$ cat src/rtl/uart_sched_pkg.sv
// Shared types and constants for the UART transmit scheduler.
// Contents: sequencer state enum, ASCII CR/LF codes, default watchdog limit.
package uart_sched_pkg;

  typedef enum logic [1:0] {
    IDLE   = 2'd0,
    LOAD   = 2'd1,
    STROBE = 2'd2,
    GAP    = 2'd3
  } sched_state_e;

  localparam logic [7:0]  ASCII_CR           = 8'h0D;
  localparam logic [7:0]  ASCII_LF           = 8'h0A;
  localparam logic [15:0] DEF_TIMEOUT_CYCLES = 16'd12000;

endpackage

$ cat src/rtl/sync_fifo.sv
// Single-clock FIFO with occupancy count.
// Ports: clk, rst (async active-low), push/din, pop/dout (head, valid when
// !empty), full, empty, level (0..DEPTH). Push while full and pop while empty
// are ignored. DEPTH must be a power of two so the pointers wrap naturally.
module sync_fifo #(
  parameter int unsigned WIDTH = 8,
  parameter int unsigned DEPTH = 16
) (
  input  logic                       clk,
  input  logic                       rst,
  input  logic                       push,
  input  logic [WIDTH-1:0]           din,
  input  logic                       pop,
  output logic [WIDTH-1:0]           dout,
  output logic                       full,
  output logic                       empty,
  output logic [$clog2(DEPTH):0]     level
);
  localparam int unsigned AW = $clog2(DEPTH);
  localparam int unsigned LW = AW + 1;

  logic [WIDTH-1:0] mem_q [DEPTH];
  logic [AW-1:0]    wr_q, wr_d;
  logic [AW-1:0]    rd_q, rd_d;
  logic [LW-1:0]    level_q, level_d;
  logic             do_push_c, do_pop_c;

  assign full  = (level_q == LW'(DEPTH));
  assign empty = (level_q == '0);
  assign dout  = mem_q[rd_q];
  assign level = level_q;

  // Pointer and occupancy update
  always_comb begin
    do_push_c = push & ~full;
    do_pop_c  = pop & ~empty;
    wr_d      = wr_q;
    rd_d      = rd_q;
    if (do_push_c) wr_d = wr_q + AW'(1);
    if (do_pop_c)  rd_d = rd_q + AW'(1);
    level_d = level_q + LW'(do_push_c) - LW'(do_pop_c);
  end

  always_ff @(posedge clk or negedge rst) begin
    if (!rst) begin
      wr_q    <= '0;
      rd_q    <= '0;
      level_q <= '0;
    end else begin
      wr_q    <= wr_d;
      rd_q    <= rd_d;
      level_q <= level_d;
    end
  end

  // Storage needs no reset: entries are only read after being written
  always_ff @(posedge clk) begin
    if (do_push_c) mem_q[wr_q] <= din;
  end

endmodule

$ cat src/rtl/uart_tx_sched.sv
// Shares one simple_uart transmitter between N_REQ byte producers:
// round-robin arbiter -> sync_fifo -> sequencer (IDLE/LOAD/STROBE/GAP) that
// holds uart_wstrb high until uart_ready or the watchdog expires.
// Ports: clk, rst (async active-low); req_valid/req_data/req_ready per
// producer (byte i at req_data[8i+7:8i]); uart_wstrb/uart_dat/uart_ready to
// the UART; busy, fifo_level, timeout (one-cycle abort pulse).
// Build option: UART_TX_SCHED_CRLF_EN inserts a CR before every LF.
module uart_tx_sched
  import uart_sched_pkg::*;
#(
  parameter int unsigned N_REQ          = 2,
  parameter int unsigned DEPTH          = 16,
  parameter logic [15:0] TIMEOUT_CYCLES = DEF_TIMEOUT_CYCLES
) (
  input  logic                     clk,
  input  logic                     rst,
  input  logic [N_REQ-1:0]         req_valid,
  input  logic [8*N_REQ-1:0]       req_data,
  output logic [N_REQ-1:0]         req_ready,
  output logic                     uart_wstrb,
  output logic [7:0]               uart_dat,
  input  logic                     uart_ready,
  output logic                     busy,
  output logic [$clog2(DEPTH):0]   fifo_level,
  output logic                     timeout
);
  localparam int unsigned RR_W  = (N_REQ > 1) ? $clog2(N_REQ) : 1;
  localparam int unsigned LVL_W = $clog2(DEPTH) + 1;

  sched_state_e      state_q, state_d;
  logic [RR_W-1:0]   rr_q, rr_d;
  logic [15:0]       wd_q, wd_d;
  logic [7:0]        dat_q, dat_d;
  logic              wstrb_q, wstrb_d;
  logic              timeout_q, timeout_d;
  logic              busy_q, busy_d;
  logic              arb_en_q;
`ifdef UART_TX_SCHED_CRLF_EN
  logic              cr_pend_q, cr_pend_d;
`endif

  logic [RR_W-1:0]   idx_c, gnt_c;
  logic              gnt_vld_c, push_c, pop_c;
  logic [7:0]        push_data_c, fifo_head;
  logic              fifo_full, fifo_empty;
  logic [LVL_W-1:0]  lvl_nxt_c;

  assign uart_wstrb = wstrb_q;
  assign uart_dat   = dat_q;
  assign busy       = busy_q;
  assign timeout    = timeout_q;

  // Round-robin grant: scan downward so the lowest offset from rr_q wins
  always_comb begin
    idx_c       = '0;
    gnt_c       = '0;
    gnt_vld_c   = 1'b0;
    push_data_c = '0;
    for (int k = int'(N_REQ) - 1; k >= 0; k--) begin
      idx_c = RR_W'((int'(rr_q) + k) % int'(N_REQ));
      if (req_valid[idx_c]) begin
        gnt_c     = idx_c;
        gnt_vld_c = 1'b1;
      end
    end
    for (int i = 0; i < int'(N_REQ); i++) begin
      if (gnt_c == RR_W'(i)) push_data_c = req_data[8*i +: 8];
    end
    // Fullness is judged at cycle start; a same-cycle pop does not open a slot
    push_c    = arb_en_q & gnt_vld_c & ~fifo_full;
    req_ready = '0;
    if (push_c) req_ready[gnt_c] = 1'b1;
    rr_d = rr_q;
    if (push_c) rr_d = RR_W'((int'(gnt_c) + 1) % int'(N_REQ));
  end

  sync_fifo #(
    .WIDTH (8),
    .DEPTH (DEPTH)
  ) u_fifo (
    .clk   (clk),
    .rst   (rst),
    .push  (push_c),
    .din   (push_data_c),
    .pop   (pop_c),
    .dout  (fifo_head),
    .full  (fifo_full),
    .empty (fifo_empty),
    .level (fifo_level)
  );

  // Sequencer next state and registered outputs
  always_comb begin
    state_d   = state_q;
    wd_d      = wd_q;
    dat_d     = dat_q;
    timeout_d = 1'b0;
    pop_c     = 1'b0;
`ifdef UART_TX_SCHED_CRLF_EN
    cr_pend_d = cr_pend_q;
`endif
    unique case (state_q)
      IDLE: begin
        if (!fifo_empty) state_d = LOAD;
      end
      LOAD: begin
        state_d = STROBE;
        wd_d    = '0;
`ifdef UART_TX_SCHED_CRLF_EN
        // First visit to an LF sends CR and leaves the LF at the head
        if (fifo_head == ASCII_LF && !cr_pend_q) begin
          dat_d     = ASCII_CR;
          cr_pend_d = 1'b1;
        end else begin
          dat_d     = fifo_head;
          pop_c     = 1'b1;
          cr_pend_d = 1'b0;
        end
`else
        dat_d = fifo_head;
        pop_c = 1'b1;
`endif
      end
      STROBE: begin
        wd_d = wd_q + 16'd1;
        if (uart_ready) begin
          state_d = GAP;
          wd_d    = '0;
        end else if (wd_q == TIMEOUT_CYCLES - 16'd1) begin
          // Byte is dropped, not retried
          state_d   = GAP;
          wd_d      = '0;
          timeout_d = 1'b1;
        end
      end
      GAP: begin
        state_d = IDLE;
      end
      default: state_d = IDLE;
    endcase
    wstrb_d   = (state_d == STROBE);
    lvl_nxt_c = fifo_level + LVL_W'(push_c) - LVL_W'(pop_c);
    busy_d    = (state_d != IDLE) || (lvl_nxt_c != '0);
  end

  always_ff @(posedge clk or negedge rst) begin
    if (!rst) begin
      state_q   <= IDLE;
      rr_q      <= '0;
      wd_q      <= '0;
      dat_q     <= '0;
      wstrb_q   <= 1'b0;
      timeout_q <= 1'b0;
      busy_q    <= 1'b0;
      arb_en_q  <= 1'b0;
`ifdef UART_TX_SCHED_CRLF_EN
      cr_pend_q <= 1'b0;
`endif
    end else begin
      state_q   <= state_d;
      rr_q      <= rr_d;
      wd_q      <= wd_d;
      dat_q     <= dat_d;
      wstrb_q   <= wstrb_d;
      timeout_q <= timeout_d;
      busy_q    <= busy_d;
      arb_en_q  <= 1'b1;
`ifdef UART_TX_SCHED_CRLF_EN
      cr_pend_q <= cr_pend_d;
`endif
    end
  end

endmodule
$ cat config.mk
export PLATFORM = sky130hd
export DESIGN_NAME = uart_tx_sched
export DESIGN_NICKNAME = d
export VERILOG_FILES = /design/src/rtl/uart_sched_pkg.sv /design/src/rtl/sync_fifo.sv /design/src/rtl/uart_tx_sched.sv
export SDC_FILE = /design/constraint.sdc
export NUM_CORES = 1
export LEC_CHECK = 0
export ABC_AREA = 1
export BUFFER_PORTS_ARGS = -buffer_cell sky130_fd_sc_hd__buf_2
export CAP_MARGIN = 40
export CORE_MARGIN = 4
export CORE_UTILIZATION = 35
export DETAILED_ROUTE_END_ITERATION = 10
export GPL_ROUTABILITY_DRIVEN = 0
export PLACE_DENSITY_LB_ADDON = 0.2
export RECOVER_POWER = 25
export SLEW_MARGIN = 20
export SYNTH_ARGS = -nofsm -noshare
export SYNTH_HDL_FRONTEND = slang
export SYNTH_SLANG_ARGS = --single-unit
$ cat constraint.sdc
create_clock -name clk -period 2.8 [get_ports clk]
set_input_delay 0.42 -clock clk [delete_from_list [all_inputs] [get_ports clk]]
set_output_delay 0.42 -clock clk [all_outputs]
set_load 0.01 [all_outputs]
# Yosys cells after proc, flatten, opt, wreduce, memory -nomap -nowiden
# Memories as Yosys holds them, arrays and structs flattened. A register that Yosys moved wholly into a read port is not among the register bits.
# Cells that the tools add are included.
[op_classes] n_bitwise=6 n_eq_ne=6 add_sub_neg=9 reduce_logical=8 n_shift=0 magnitude_cmp=4 div_mod_pow=0 muxes=25 mul=0
[ops] op="16-bit 2-to-1 mux" n=2
[ops] op="16-bit one-hot mux with 2 select lines" n=1
[ops] op="16-bit by 1-bit adder with 16-bit output, second input constant" n=1
[ops] op="16-bit by 14-bit == test with 1-bit output, second input constant" n=1
[ops] op="1-bit 2-to-1 mux" n=15
[ops] op="5-bit by 1-bit adder with 5-bit output" n=2
[ops] op="5-bit by 1-bit subtractor with 5-bit output" n=2
[ops] op="4-bit by 1-bit adder with 4-bit output, second input constant" n=2
[ops] op="2-bit 2-to-1 mux" n=4
[ops] op="8-bit 2-to-1 mux" n=1
[ops] op="2-bit one-hot mux with 4 select lines" n=1
[ops] op="2-bit == test, second input constant" n=3
[ops] op="1-bit by 2-bit less-than comparator with 1-bit output, second input constant" n=3
[ops] op="5-bit == test, second input constant" n=1
[ops] op="5-bit logical NOT" n=1
[ops] op="5-bit nonzero test" n=1
[ops] op="1-bit bitwise AND" n=4
[ops] op="2-bit nonzero test" n=2
[ops] op="1-bit adder, second input constant" n=2
[ops] op="2-bit by 1-bit == test with 1-bit output, second input constant" n=1
[ops] op="2-bit logical NOT" n=1
[ops] op="1-bit NOT" n=2
[ops] op="1-bit demux with 1-bit select" n=1
[ops] op="1-bit >= comparator, second input constant" n=1
[ops] op="other kinds (3)" n=3
[totals] latch_bits=0 word_cells=69 ram_bits=128 mem_count=1 input_bits=21 rom_bits=0 regBits=36
[mem_list] name="u_fifo.mem_q" words=16 word_bits=8 rd=1 rd_clocked_by_memory_dff=1 write_ports=1 line_no="sync_fifo.sv:22" source="logic [WIDTH-1:0] mem_q [DEPTH];"

# Logic depth before layout (Yosys ltp)
# Gate-level depths: netlist of the first run.
[logic_depth] ltp_word=11 mapped_depth=13 ltp_nobuf=13

# Hierarchy
# A second synthesis of the first run with hierarchy kept.
[hier_totals] cells_unflattened=839 area_unflattened_um2=8119.0
[by_module_without_submodules] mod="sync_fifo" cells_each=600 area_per_inst_um2=6184.7 n_inst=1
[by_module_without_submodules] mod="uart_tx_sched" cells_each=239 area_per_inst_um2=1934.4 n_inst=1

# Least setup slack after synthesis of the first run
# No wires, ideal clock.
[synth_path] path_type="reg2reg" start="reg u_fifo.level_q[3] (netlist: u_fifo.level[3])" end="reg u_fifo.level_q[4] (netlist: u_fifo.level[4])" required_time_ns=2.721 synth_period_minus_slack_ns=2.241 path_stages_with_launch=13 n_path_buf=0 t_arrival_ns=2.162 slack_ns=0.559 cell_sequence="dfrtp_1 -> inv_1 -> ha_1 -> nand4_1 -> nand2_1 -> inv_1 -> ha_1 -> inv_1 -> ha_1 -> inv_1 -> fa_1 -> o21ai_0 -> xor2_1"
[synth_between] word_cells_on_any_way=9 classes_between="add/sub (2); eq/ne (1); bitwise (5); reduce/logical (1)"
[synth_lines] element="start: declaration" line_no="sync_fifo.sv:25" source="logic [LW-1:0] level_q, level_d;"
[synth_lines] element="start signal: assignment" line_no="sync_fifo.sv:52" source="level_q <= level_d;"
[synth_lines] element="5-bit logical NOT" line_no="sync_fifo.sv:29" source="assign empty = (level_q == '0);"
[synth_lines] element="1-bit NOT" line_no="sync_fifo.sv:36" source="do_pop_c = pop & ~empty;"
[synth_lines] element="1-bit bitwise AND" line_no="sync_fifo.sv:36"
[synth_lines] element="net u_fifo.do_pop_c" line_no="sync_fifo.sv:26" source="logic do_push_c, do_pop_c;"
[synth_lines] element="5-bit by 1-bit subtractor with 5-bit output" line_no="sync_fifo.sv:41" source="level_d = level_q + LW'(do_push_c) - LW'(do_pop_c);"
[synth_lines] element="net u_fifo.level_d[4]" line_no="sync_fifo.sv:25"
# The timed path passes the listed nets, and every way through them passes these cells.
# A chain may end at the register's enable or synchronous reset.

# Worst setup path in the final report of the first run
[layout_path] start="reg u_fifo.level_q[3] (netlist: u_fifo.level[3])" end="out req_ready[0]"
[layout_between] elab_chain_cells=4
[layout_lines] element="5-bit == test" line_no="sync_fifo.sv:28" source="assign full = (level_q == LW'(DEPTH));"
[layout_lines] element="1-bit NOT" line_no="uart_tx_sched.sv:70" source="push_c = arb_en_q & gnt_vld_c & ~fifo_full;"
[layout_lines] element="1-bit bitwise AND" line_no="uart_tx_sched.sv:70"
[layout_lines] element="net push_c" line_no="uart_tx_sched.sv:43" source="logic gnt_vld_c, push_c, pop_c;"
[layout_lines] element="2-bit 2-to-1 mux" line_no="uart_tx_sched.sv:72" source="if (push_c) req_ready[gnt_c] = 1'b1;"
[layout_lines] element="end: declaration" line_no="uart_tx_sched.sv:19" source="output logic [N_REQ-1:0] req_ready,"
# The timed path passes the listed nets, and every way through them passes these cells.

==> out/results.md, run 1 <==
| Step | Parameter | This run |
| --- | --- | --- |
| place | Number of buffer cells added on primary ports | 38 |
| setup path | Path type of the worst setup path | reg -> out |
| synth | Number of synthesized register bits | 172 |
| synth | Warnings, synthesis | 0 |
| sta | Highest Clock Rate | 405 MHz |
| setup path | Worst path max stage delay | 0.39 ns |
| power and ir drop | Fraction of power consumed by the clock network | 27.6% |
| grt | First-pass GRT wire length | 28700 microns |
| sta | Worst hold slack after final layout | 0.185 ns |
| grt | All-Layer GR Usage | 15.4% |
| synth | Count of different cell masters after synthesis | 31 |
| setup path | Critical Path End Type | output pin |
| synth | Netlist area before placement | 7720 sq um |
| sta | Crit path setup slack, layout | 0.328 ns |
| synth | Cell taking the most area after synthesis | edfxtp_1 |
| layout | Layout Cell Area excl Fill | 8840 sq um |
| die | I/O pin count | 39 |
| sta | Final clock period utilization by the worst path | 88.3% |
| sta | Setup_tns | 0 ns |
| power and ir drop | Internal Dissipation | 5440 uW |
| sta | Max Clock Skew | 0.0178 ns |
| clock network | Hold-fix buffers, CTS | 0 |
| setup path | Cell with the largest stage delay on the worst path | dfrtp_1 |
| detailed routing | Routed vias | 5179 |
| setup path | FF-to-FF setup slack | 0.35 ns |
| layout | Number of diodes | 0 |
| layout | Proportion of layout cells with a drive suffix above 1 | 11.0% |
| power and ir drop | Worst vdd rail ir drop | 0.467 mV |
| power and ir drop | Total leakage power | 0.00354 uW |
| power and ir drop | Switching part of the total power | 40.4% |
| setup path | Worst setup endpoint | req_ready[0] |
| synth | Area share of and/or/nand/nor cells after synthesis | 23.0% |
| setup path | Startpoint of the worst register-to-register path | u_fifo.level[3] |
| setup path | Start point of the critical path | u_fifo.level[3] |
| synth | Post-Syn Area per Cell | 10.5 sq um |
| setup path | Maximum fanout encountered on the critical timing path | 10 |
| synth | Cell types occupying the most area after synthesis | edfxtp_1 (50%), dfrtp_1 (14%), nand2_1 (12%) |
| setup path | WP buf/inv | 5 |
| die | Effective utilization at floorplan | 35.5% |
| power and ir drop | Power density normalized to cell area | 1030 nW/um^2 |
| layout | Fill cells | 2145 |
| clock network | Cell chosen for the clock root | clkbuf_16 |
| setup path | Arrival time at the worst endpoint | 2.05 ns |
| sta | Max-slew headroom at the worst pin | -10.5% |
| clock network | H-tree lvl count | 4 |
| clock network | Clock sink total | 172 |
| grt | Remaining global-route overflow | 0 |
| power and ir drop | Net switching power figure | 3680 uW |
| power and ir drop | Design Power | 9110 uW |
| detailed routing | First-pass detailed-route iteration total | 5 |
| hold path | Worst min-delay path class | in -> reg |
| detailed routing | Average wire per cell in the routed design | 16.8 microns |
| grt | Initial antenna violation count | 0 |
| synth | Count of mapped cells out of synthesis | 736 |
| setup path | Nature of the critical path startpoint | register |
| sta | Shortest clock period the worst path allows after layout | 2.47 ns |
| sta | Count of final setup violators | 0 |
| clock network | Worst-path clk slew | 0.08 ns |
| status | Violations in the final reports | max-capacitance violations, max-slew violations |
| detailed routing | DRC | 0 |
| layout | Register area | 4950 sq um |
| sta | Final hold violation count | 0 |
| job | Number of maximum-capacitance constraint violations | 1 |
| synth | Nets in the synthesized netlist | 777 |
| power and ir drop | Logic pwr share | 36.2% |
| clock network | Cts repair resizes | 0 |
| sta | RSZ-0062 raised after global routing | no |
| synth | Fraction of the yosys area taken by sequential cells | 64.0% |
| place | Instance area after placement | 8240 sq um |
| synth | Post-Synth Adder-Cell Area | 3.44% |
| power and ir drop | Fraction of power consumed by sequential logic | 36.3% |
| layout | Synth-to-Final Area Change | 14.5% |
| setup path | R2R cell count | 8 |
| setup path | Endpoint of the worst register-to-register path | u_fifo.mem_q[2][2] |
| status | Status | finished with violations |
| layout | Footprint of the multi-input gates | 2420 sq um |
| layout | Final Net Count | 825 |
| die | Die extent in x | 157 microns |
| detailed routing | Final ANT Viol Nets | 0 |
| place | Dpl ws | 0.371 ns |
| layout | Most frequent cells in the layout | nand2_1 (246), edfxtp_1 (128), nand3_1 (109) |
| grt | Largest net degree at the start of global routing | 67 |
| detailed routing | DRT iter0 DRCs | 305 |
| die | Total Die Area | 24500 sq um |
| synth | Area fraction in compound gates after synthesis | 1.73% |
| synth | Area fraction of the dominant cell type after synthesis | 49.8% |
| detailed routing | Sum of routed wire length over all layers | 18100 microns |
| clock network | Number of buffers on the longest clock path | 2 |
| sta | Actual transition at the worst max-transition pin | 1.66 ns |
| layout | Most common cell after layout, fill and taps aside | nand2_1 |
| place | Placed wire-length estimate | 11900 microns |
| die | Placeable core area | 21800 sq um |
| setup path | CP Cell Sequence | inv_1, ha_1, nand4_1, nand2_1, clkinv_1, clkbuf_1, nand2_1, inv_1, buf_2 |
| grt | Vias in the first global route | 5129 |
| sta | Final-report max-slew violation count | 31 |
| setup path | Gate family responsible for the most delay along the worst path | buffers and inverters |
| setup path | Number of gates on the worst path with buffers counted | 9 |
| synth | Portion of netlist area occupied by mux cells | 1.30% |
| die | Die height | 157 microns |
| synth | Main combinational cell family by area after synthesis | simple AND/OR/NAND/NOR gates |
| setup path | Data required time at the worst endpoint | 2.38 ns |
| clock network | CTS tree | done |
| clock network | Number of buffers added for setup after CTS | 0 |
| clock network | Worst skew pair latency | 0.43 ns |
| clock network | Total CTS buffers | 17 |
| die | Floorplan row count | 54 |
| synth | Post-synthesis xor/xnor area fraction | 1.93% |
| detailed routing | Via/cell ratio | 4.81 |
## worst min path at each step
stage / from / end / slack (ns) / cells after the start
3_5_place_dp: uart_dat[1] / uart_dat[1] / 0.47 / 2
3_3_place_gp: uart_dat[7] / uart_dat[7] / 0.46 / 2
6_report: uart_ready / timeout / 0.18 / 2
4_1_cts: rst / u_fifo.level[3] / 0.05 / 1
5_1_grt: uart_ready / timeout / 0.17 / 2
2_1_floorplan: rst / arb_en_q / 0.12 / 0
## synth_stat cells
master	instances
clkbuf_1	2
nand2_1	245
inv_1	39
nor3_1	3
a21oi_4	1
a21oi_1	7
nand2_2	4
nand3b_1	2
nor2_2	3
nand3_1	109
edfxtp_1	128
nor3_2	2
dfrtp_1	44
buf_4	3
clkinv_1	3
xor2_1	14
o21bai_1	2
o21a_1	1
ha_1	18
o21ai_0	10
conb_1	1
buf_6	6
o21ai_1	2
buf_2	17
nand4_1	6
mux2i_1	1
nor2_1	47
inv_2	3
fa_1	2
mux2_2	8
xnor2_1	3
## logic make-up after synthesis
kind of cell	Yosys count
AND/OR/NAND/NOR	421
AO/OA/AOI/OAI	23
other	1
flip-flops	172
buffers and inverters	73
XOR/XNOR	17
adder cells (fa/ha/maj)	20
multiplexers	9
## power groups by stage
stage	combinational [uW]	clock [uW]	sequential, uW
after floorplan	2340	0	3360
after global placement	3350	0	3350
after global routing	3720	2660	3350
after detailed placement	3350	0	3360
after CTS	3380	2560	3300
final	3300	2510	3300
## sequential cells by signal, indices dropped and copies added, names as in the netlist
signal / flops
uart_wstrb: 1
busy: 1
state_q: 2
u_fifo.wr_q: 4
uart_dat: 8
arb_en_q: 1
u_fifo.mem_q: 128
u_fifo.rd_q: 4
wd_q: 16
u_fifo.level: 5
rr_q: 1
timeout: 1
## cell type report
type / instances / share of cell area (%)
Sequential cell: 172 / 55.9
Multi-Input combinational cell: 491 / 27.4
Clock buffer: 17 / 4.81
Tap cell: 280 / 3.96
Timing Repair Buffer: 57 / 3.51
Clock inverter: 15 / 2.46
Inverter: 45 / 1.91
## metal layers
layer  global-route usage, %  up-vias  share of wire [%]
met5                       0        -                  0
met4                    3.84        0                1.1
met3                    3.26       15                3.4
met2                    24.9       75                 47
met1                    21.4     2524                 48
li1                        -     2565                  -
## per-stage QoR
step,instances,utilization [%]
after floorplan,736,-
after global placement,1045,37.9
after detailed placement,1045,37.9
after CTS,1077,40.8
after global routing,1077,40.6
final,1077,40.6
Note: power is estimated with default switching activity, not from simulation.
==> run 2: changes to the inputs <==
--- a/config.mk
+++ b/config.mk
@@ -9,7 +9,7 @@
 export BUFFER_PORTS_ARGS = -buffer_cell sky130_fd_sc_hd__buf_2
 export CAP_MARGIN = 40
 export CORE_MARGIN = 4
-export CORE_UTILIZATION = 35
+export CORE_UTILIZATION = 60
 export DETAILED_ROUTE_END_ITERATION = 10
 export GPL_ROUTABILITY_DRIVEN = 0
 export PLACE_DENSITY_LB_ADDON = 0.2
==> run 2 against run 1 <==
Effect of this change:
- the run now ends clean
- non-clock buffer count decreased by 7
- critical path depth increased by 2
- sequential cell count unchanged
- largest cell class unchanged
==> out/results.md, run 2 (synthesis results as in run 1) <==
| Step | Parameter | This run |
| --- | --- | --- |
| layout | Number of diodes | 0 |
| die | Die extent in x | 121 microns |
| sta | Final-report max-slew violation count | 0 |
| setup path | Cell with the largest stage delay on the worst path | ha_1 |
| grt | Vias in the first global route | 5299 |
| hold path | Cell depth of the worst min-delay path | 2 |
| die | Effective utilization at floorplan | 61.2% |
| layout | Final Net Count | 818 |
| grt | All-Layer GR Usage | 24.5% |
| clock network | Number of buffers added for setup after CTS | 0 |
| sta | Worst hold slack after final layout | 0.206 ns |
| detailed routing | Average wire per cell in the routed design | 17.7 microns |
| setup path | FF-to-FF setup slack | 0.18 ns |
| hold path | End point of the most critical hold path | timeout |
| power and ir drop | Design Power | 8730 uW |
| clock network | CTS tree | done |
| power and ir drop | Worst vdd rail ir drop | 0.816 mV |
| sta | Count of final setup violators | 0 |
| detailed routing | Routed vias | 5421 |
| setup path | Maximum fanout encountered on the critical timing path | 11 |
| die | Total Die Area | 14700 sq um |
| clock network | Worst skew pair latency | 0.43 ns |
| setup path | Arrival time at the worst endpoint | 2.97 ns |
| clock network | H-tree lvl count | 4 |
| setup path | Path type of the worst setup path | reg -> reg |
| place | Placed wire-length estimate | 11100 microns |
| die | Die height | 121 microns |
| detailed routing | Highest Signal Layer | met4 |
| status | Status | finished, final reports clean |
| setup path | Critical Path End Type | register |
| layout | Proportion of layout cells with a drive suffix above 1 | 10.4% |
| detailed routing | Final ANT Viol Nets | 0 |
| clock network | Clock sink total | 172 |
| die | Floorplan row count | 41 |
| layout | Most common cell after layout, fill and taps aside | nand2_1 |
| power and ir drop | Total leakage power | 0.00347 uW |
| setup path | Startpoint of the worst register-to-register path | state_q[1] |
| setup path | Endpoint of the worst register-to-register path | u_fifo.level[4] |
| sta | RSZ-0062 raised after global routing | no |
| setup path | CP Cell Sequence | inv_1, ha_1, nand2_1, inv_1, ha_1, inv_1, ha_1, inv_1, fa_1, o21ai_0, xor2_1 |
| layout | Number of flip-flops in the largest register | 128 |
| sta | Setup_tns | 0 ns |
| layout | Most frequent cells in the layout | nand2_1 (246), edfxtp_1 (128), nand3_1 (109) |
| hold path | Worst min-delay path class | in -> reg |
| sta | Max Clock Skew | 0.0101 ns |
| setup path | Data required time at the worst endpoint | 3.15 ns |
| layout | Synth-to-Final Area Change | 10.9% |
| detailed routing | Routed met1 length | 7190 microns |
| detailed routing | DRC | 0 |
| power and ir drop | Power density normalized to cell area | 1020 nW/um^2 |
| sta | Final clock period utilization by the worst path | 93.6% |
| die | Placeable core area | 12600 sq um |
| place | Number of buffer cells added on primary ports | 38 |
| grt | First-pass GRT wire length | 27200 microns |
| clock network | Worst-path clk slew | 0.06 ns |
| hold path | Start point of the worst min-delay path | uart_ready |
| detailed routing | DRT iter0 DRCs | 523 |
| clock network | Total CTS buffers | 17 |
| sta | Final hold violation count | 0 |
| detailed routing | Met2 layer wire length in the routed design | 8160 microns |
| clock network | Cell chosen for the clock root | clkbuf_16 |
| detailed routing | Sum of routed wire length over all layers | 17000 microns |
| grt | Remaining global-route overflow | 0 |
| grt | Initial antenna violation count | 0 |
| sta | Shortest clock period the worst path allows after layout | 2.62 ns |
| die | I/O pin count | 39 |
| detailed routing | Via/cell ratio | 5.64 |
| grt | Largest net degree at the start of global routing | 67 |
| detailed routing | Met3 wirelength from detailed routing | 1270 microns |
| setup path | Nature of the critical path startpoint | register |
| sta | Max-slew headroom at the worst pin | 10.7% |
| setup path | Most prevalent standard cell on the critical path | inv_1 |
| layout | Layout Cell Area excl Fill | 8560 sq um |
| place | Instance area after placement | 8030 sq um |
| sta | Actual transition at the worst max-transition pin | 1.34 ns |
| setup path | R2R cell count | 11 |
| detailed routing | First-pass detailed-route iteration total | 5 |
| layout | Post-Route Utilization | 67.8% |
| layout | Register bank with the most flops | u_fifo.mem_q |
| sta | Highest Clock Rate | 382 MHz |
| clock network | Cts repair resizes | 0 |
| setup path | Worst path max stage delay | 0.40 ns |
| job | Number of maximum-capacitance constraint violations | 0 |
| clock network | Number of buffers on the longest clock path | 2 |
-- run 2: power breakdown --
part | switching [uW] | internal [uW] | total, uW
clock network | 958 | 1220 | 2180
registers | 192 | 3120 | 3320
logic | 2250 | 983 | 3240
-- run 2: cell type report --
cell class | instances | area [sq um]
Inverter | 45 | 169
Sequential cell | 172 | 4950
Clock buffer | 18 | 429
Multi-Input combinational cell | 491 | 2420
Clock inverter | 14 | 121
Timing Repair Buffer | 50 | 256
Tap cell | 172 | 215
Fill cell | 974 | 4060
-- run 2: through the flow --
step / cells / setup slack (ns)
floorplan: 736 / 0.559
global placement: 929 / 0.354
detailed placement: 929 / 0.216
CTS: 962 / 0.171
global route: 962 / 0.0101
finish: 962 / 0.179
-- run 2: worst max-delay path, delay by kind of cell, from the launching register on --
family          cells  cell delay (ns)
fa+ha+maj           4             1.23
buf+inv             4             0.41
flops               1             0.39
compound gates      1             0.22
simple gates        1             0.16
xor+xnor            1             0.16
-- run 2: what timing repair did --
action	in CTS	in global routing
hold endpoints to repair	19	0
hold buffers	1	0
setup endpoints to repair	0	0
-- run 2: worst max-delay path by stage --
stage	startpoint	depth (start not counted)	slack [ns]	end
2_1_floorplan	u_fifo.level[3]	12	0.56	u_fifo.level[4]
4_1_cts	state_q[1]	11	0.17	u_fifo.level[4]
3_3_place_gp	state_q[1]	11	0.35	u_fifo.level[4]
5_1_grt	state_q[1]	11	0.01	u_fifo.level[4]
3_5_place_dp	state_q[1]	11	0.22	u_fifo.level[4]
6_report	state_q[1]	11	0.18	u_fifo.level[4]
-- run 2: layer usage --
layer / track usage [%] / vias to the layer above
met5: 0 / -
met4: 9.38 / 0
met3: 4.80 / 32
met2: 37.5 / 246
met1: 34.9 / 2591
li1: - / 2552
==> run 3: changes to the inputs <==
--- a/config.mk
+++ b/config.mk
@@ -12,7 +12,7 @@
 export CORE_UTILIZATION = 60
 export DETAILED_ROUTE_END_ITERATION = 10
 export GPL_ROUTABILITY_DRIVEN = 0
-export PLACE_DENSITY_LB_ADDON = 0.2
+export PLACE_DENSITY = 0.89
 export RECOVER_POWER = 25
 export SLEW_MARGIN = 20
 export SYNTH_ARGS = -nofsm -noshare
==> run 3 against run 2 <==
Effect of this change:
- final area increased by 0.22%
- clock power increased by 9.2%
- die area unchanged
- total power increased by 3.3%
- global-route usage increased by 0.80 points
- register-to-register slack about the same
- final cell count decreased by 0.42%
- sequential share of layout area decreased by 0.13 points
- highest routed layer unchanged
- maximum frequency decreased by 0.15%
- sequential cell count unchanged
- core utilization increased by 0.15 points
- critical path depth increased by 1
==> out/results.md, run 3 (synthesis results as in run 1) <==
| Step | Parameter | This run |
| --- | --- | --- |
| status | Status | finished, final reports clean |
| grt | First-pass GRT wire length | 28000 microns |
| layout | Most frequent cells in the layout | nand2_1 (246), edfxtp_1 (128), nand3_1 (109) |
| setup path | Startpoint of the worst register-to-register path | u_fifo.level[2] |
| sta | Final clock period utilization by the worst path | 93.7% |
| die | Total Die Area | 14700 sq um |
| clock network | Number of buffers added for setup after CTS | 0 |
| detailed routing | Sum of routed wire length over all layers | 17700 microns |
| hold path | Cell depth of the worst min-delay path | 2 |
| grt | Largest net degree at the start of global routing | 67 |
| setup path | WP buf/inv | 4 |
| grt | Global routing's busiest layer | met2 |
| setup path | Endpoint of the worst register-to-register path | u_fifo.level[4] |
| hold path | Start point of the worst min-delay path | uart_ready |
| detailed routing | Routed vias | 5564 |
| layout | Synth-to-Final Area Change | 11.1% |
| clock network | Cell chosen for the clock root | clkbuf_16 |
| setup path | Maximum fanout encountered on the critical timing path | 6 |
| die | Floorplan row count | 41 |
| place | Number of buffer cells added on primary ports | 38 |
| power and ir drop | Design Power | 9020 uW |
| setup path | Cell with the largest stage delay on the worst path | dfrtp_1 |
| layout | Most common cell after layout, fill and taps aside | nand2_1 |
| detailed routing | Via/cell ratio | 5.81 |
| setup path | Critical Path End Type | register |
| die | Die extent in x | 121 microns |
| layout | Fill cells | 884 |
| layout | Register area | 4950 sq um |
| sta | Max Clock Skew | 0.0109 ns |
| power and ir drop | Power density normalized to cell area | 1050 nW/um^2 |
| layout | Footprint of the multi-input gates | 2420 sq um |
| clock network | Worst-path clk slew | 0.07 ns |
| detailed routing | First-pass detailed-route iteration total | 5 |
| place | Placed wire-length estimate | 11000 microns |
| setup path | Worst path max stage delay | 0.41 ns |
| sta | Max-slew headroom at the worst pin | 12.6% |
| sta | Actual transition at the worst max-transition pin | 1.31 ns |
| setup path | Arrival time at the worst endpoint | 2.98 ns |
| hold path | End point of the most critical hold path | timeout |
| clock network | Clock sink total | 172 |
| setup path | Gate family responsible for the most delay along the worst path | adder cells |
| sta | Shortest clock period the worst path allows after layout | 2.62 ns |
| detailed routing | Average wire per cell in the routed design | 18.5 microns |
| sta | Final-report max-slew violation count | 0 |
| sta | Highest Clock Rate | 381 MHz |
| die | Placeable core area | 12600 sq um |
| setup path | Most prevalent standard cell on the critical path | inv_1 |
| grt | All-Layer GR Usage | 25.3% |
| sta | Count of final setup violators | 0 |
| clock network | Worst skew pair latency | 0.43 ns |
| power and ir drop | Worst vdd rail ir drop | 0.676 mV |
| place | Instance count after placement with tap cells included | 925 |
| setup path | Data required time at the worst endpoint | 3.15 ns |
| setup path | Path type of the worst setup path | reg -> reg |
| die | I/O pin count | 39 |
| setup path | CP Cell Sequence | inv_1, ha_1, nand4_1, nand2_1, inv_1, ha_1, inv_1, ha_1, inv_1, fa_1, o21ai_1, xor2_1 |
| grt | Met2 GRT Util | 37.4% |
| clock network | Total CTS buffers | 17 |
| grt | Global routing usage on met1 | 35.4% |
| layout | Final standard cell count with taps included and fillers excluded | 958 |
| grt | Initial antenna violation count | 0 |
| setup path | FF-to-FF setup slack | 0.18 ns |
| layout | Number of flip-flops in the largest register | 128 |
| clock network | Number of buffers on the longest clock path | 2 |
| grt | Vias in the first global route | 5341 |
| layout | Final Net Count | 814 |
| detailed routing | DRC | 0 |
| detailed routing | Final ANT Viol Nets | 0 |
| hold path | Worst min-delay path class | in -> reg |
| sta | Setup_tns | 0 ns |
| sta | Worst hold slack after final layout | 0.188 ns |
| layout | Proportion of layout cells with a drive suffix above 1 | 10.1% |
| grt | Global-route met3 utilization | 7.13% |
| clock network | H-tree lvl count | 4 |
| setup path | R2R cell count | 12 |
| sta | RSZ-0062 raised after global routing | no |
| sta | Final hold violation count | 0 |
| power and ir drop | Total leakage power | 0.00346 uW |
| grt | Remaining global-route overflow | 0 |
| layout | Register bank with the most flops | u_fifo.mem_q |
| die | Effective utilization at floorplan | 61.2% |
| clock network | CTS tree | done |
| detailed routing | DRT iter0 DRCs | 762 |
| layout | Post-Route Utilization | 68.0% |
| setup path | Nature of the critical path startpoint | register |
| job | Number of maximum-capacitance constraint violations | 0 |
| die | Die height | 121 microns |
| layout | Number of diodes | 0 |
## run 3: cell count changes in the layout (fill, tap and decap cells not counted), sizes merged
cell      change
clkinv        -5
bufinv        +2
buf           -4
inv           +2
clkinvlp      +1
## run 3: worst max path at each step
stage / startpoint / to / slack (ns) / cells past startpoint
global route: u_fifo.level[2] / u_fifo.level[4] / 0.03 / 12
global placement: state_q[1] / u_fifo.level[4] / 0.39 / 11
CTS: state_q[1] / u_fifo.level[4] / 0.10 / 11
finish: u_fifo.level[2] / u_fifo.level[4] / 0.18 / 12
detailed placement: state_q[1] / u_fifo.level[4] / 0.20 / 11
floorplan: u_fifo.level[3] / u_fifo.level[4] / 0.56 / 12
## run 3: layout make-up
cell class                 count  area share [%]
sequential                   172            57.7
multi-input combinational    491            28.3
clock buffer                  18            5.00
timing repair buffer          46            2.64
tap                          172            2.51
inverter                      45            1.97
clock inverter                14            1.95
## run 3: where the power goes
group	switching, uW	leakage [uW]	internal [uW]
logic	2320	0.00146	979
registers	217	0.00172	3120
clock network	979	0.000283	1410
total	3510	0.00346	5510
## run 3: metrics by stage
| step | instance area [sq um] | worst slack (ns) |
|---|---|---|
| after floorplan | 7720 | 0.559 |
| after global placement | 7990 | 0.387 |
| after detailed placement | 8010 | 0.201 |
| after CTS | 8620 | 0.101 |
| after global routing | 8580 | 0.0304 |
| final | 8580 | 0.175 |
## run 3: layer usage
layer | share of wire (%) | up-vias | wire [microns]
li1 | - | 2543 | -
met1 | 40 | 2628 | 7150
met2 | 46 | 326 | 8190
met3 | 10 | 67 | 1780
met4 | 3.4 | 0 | 602
met5 | 0 | - | 0
## run 3: what timing repair did
action | 4_1_cts | 5_1_grt
gates resized for setup | 0 | 2
hold buffers | 1 | 0
endpoints found under the hold margin | 12 | 0
setup endpoints to repair | 0 | 1
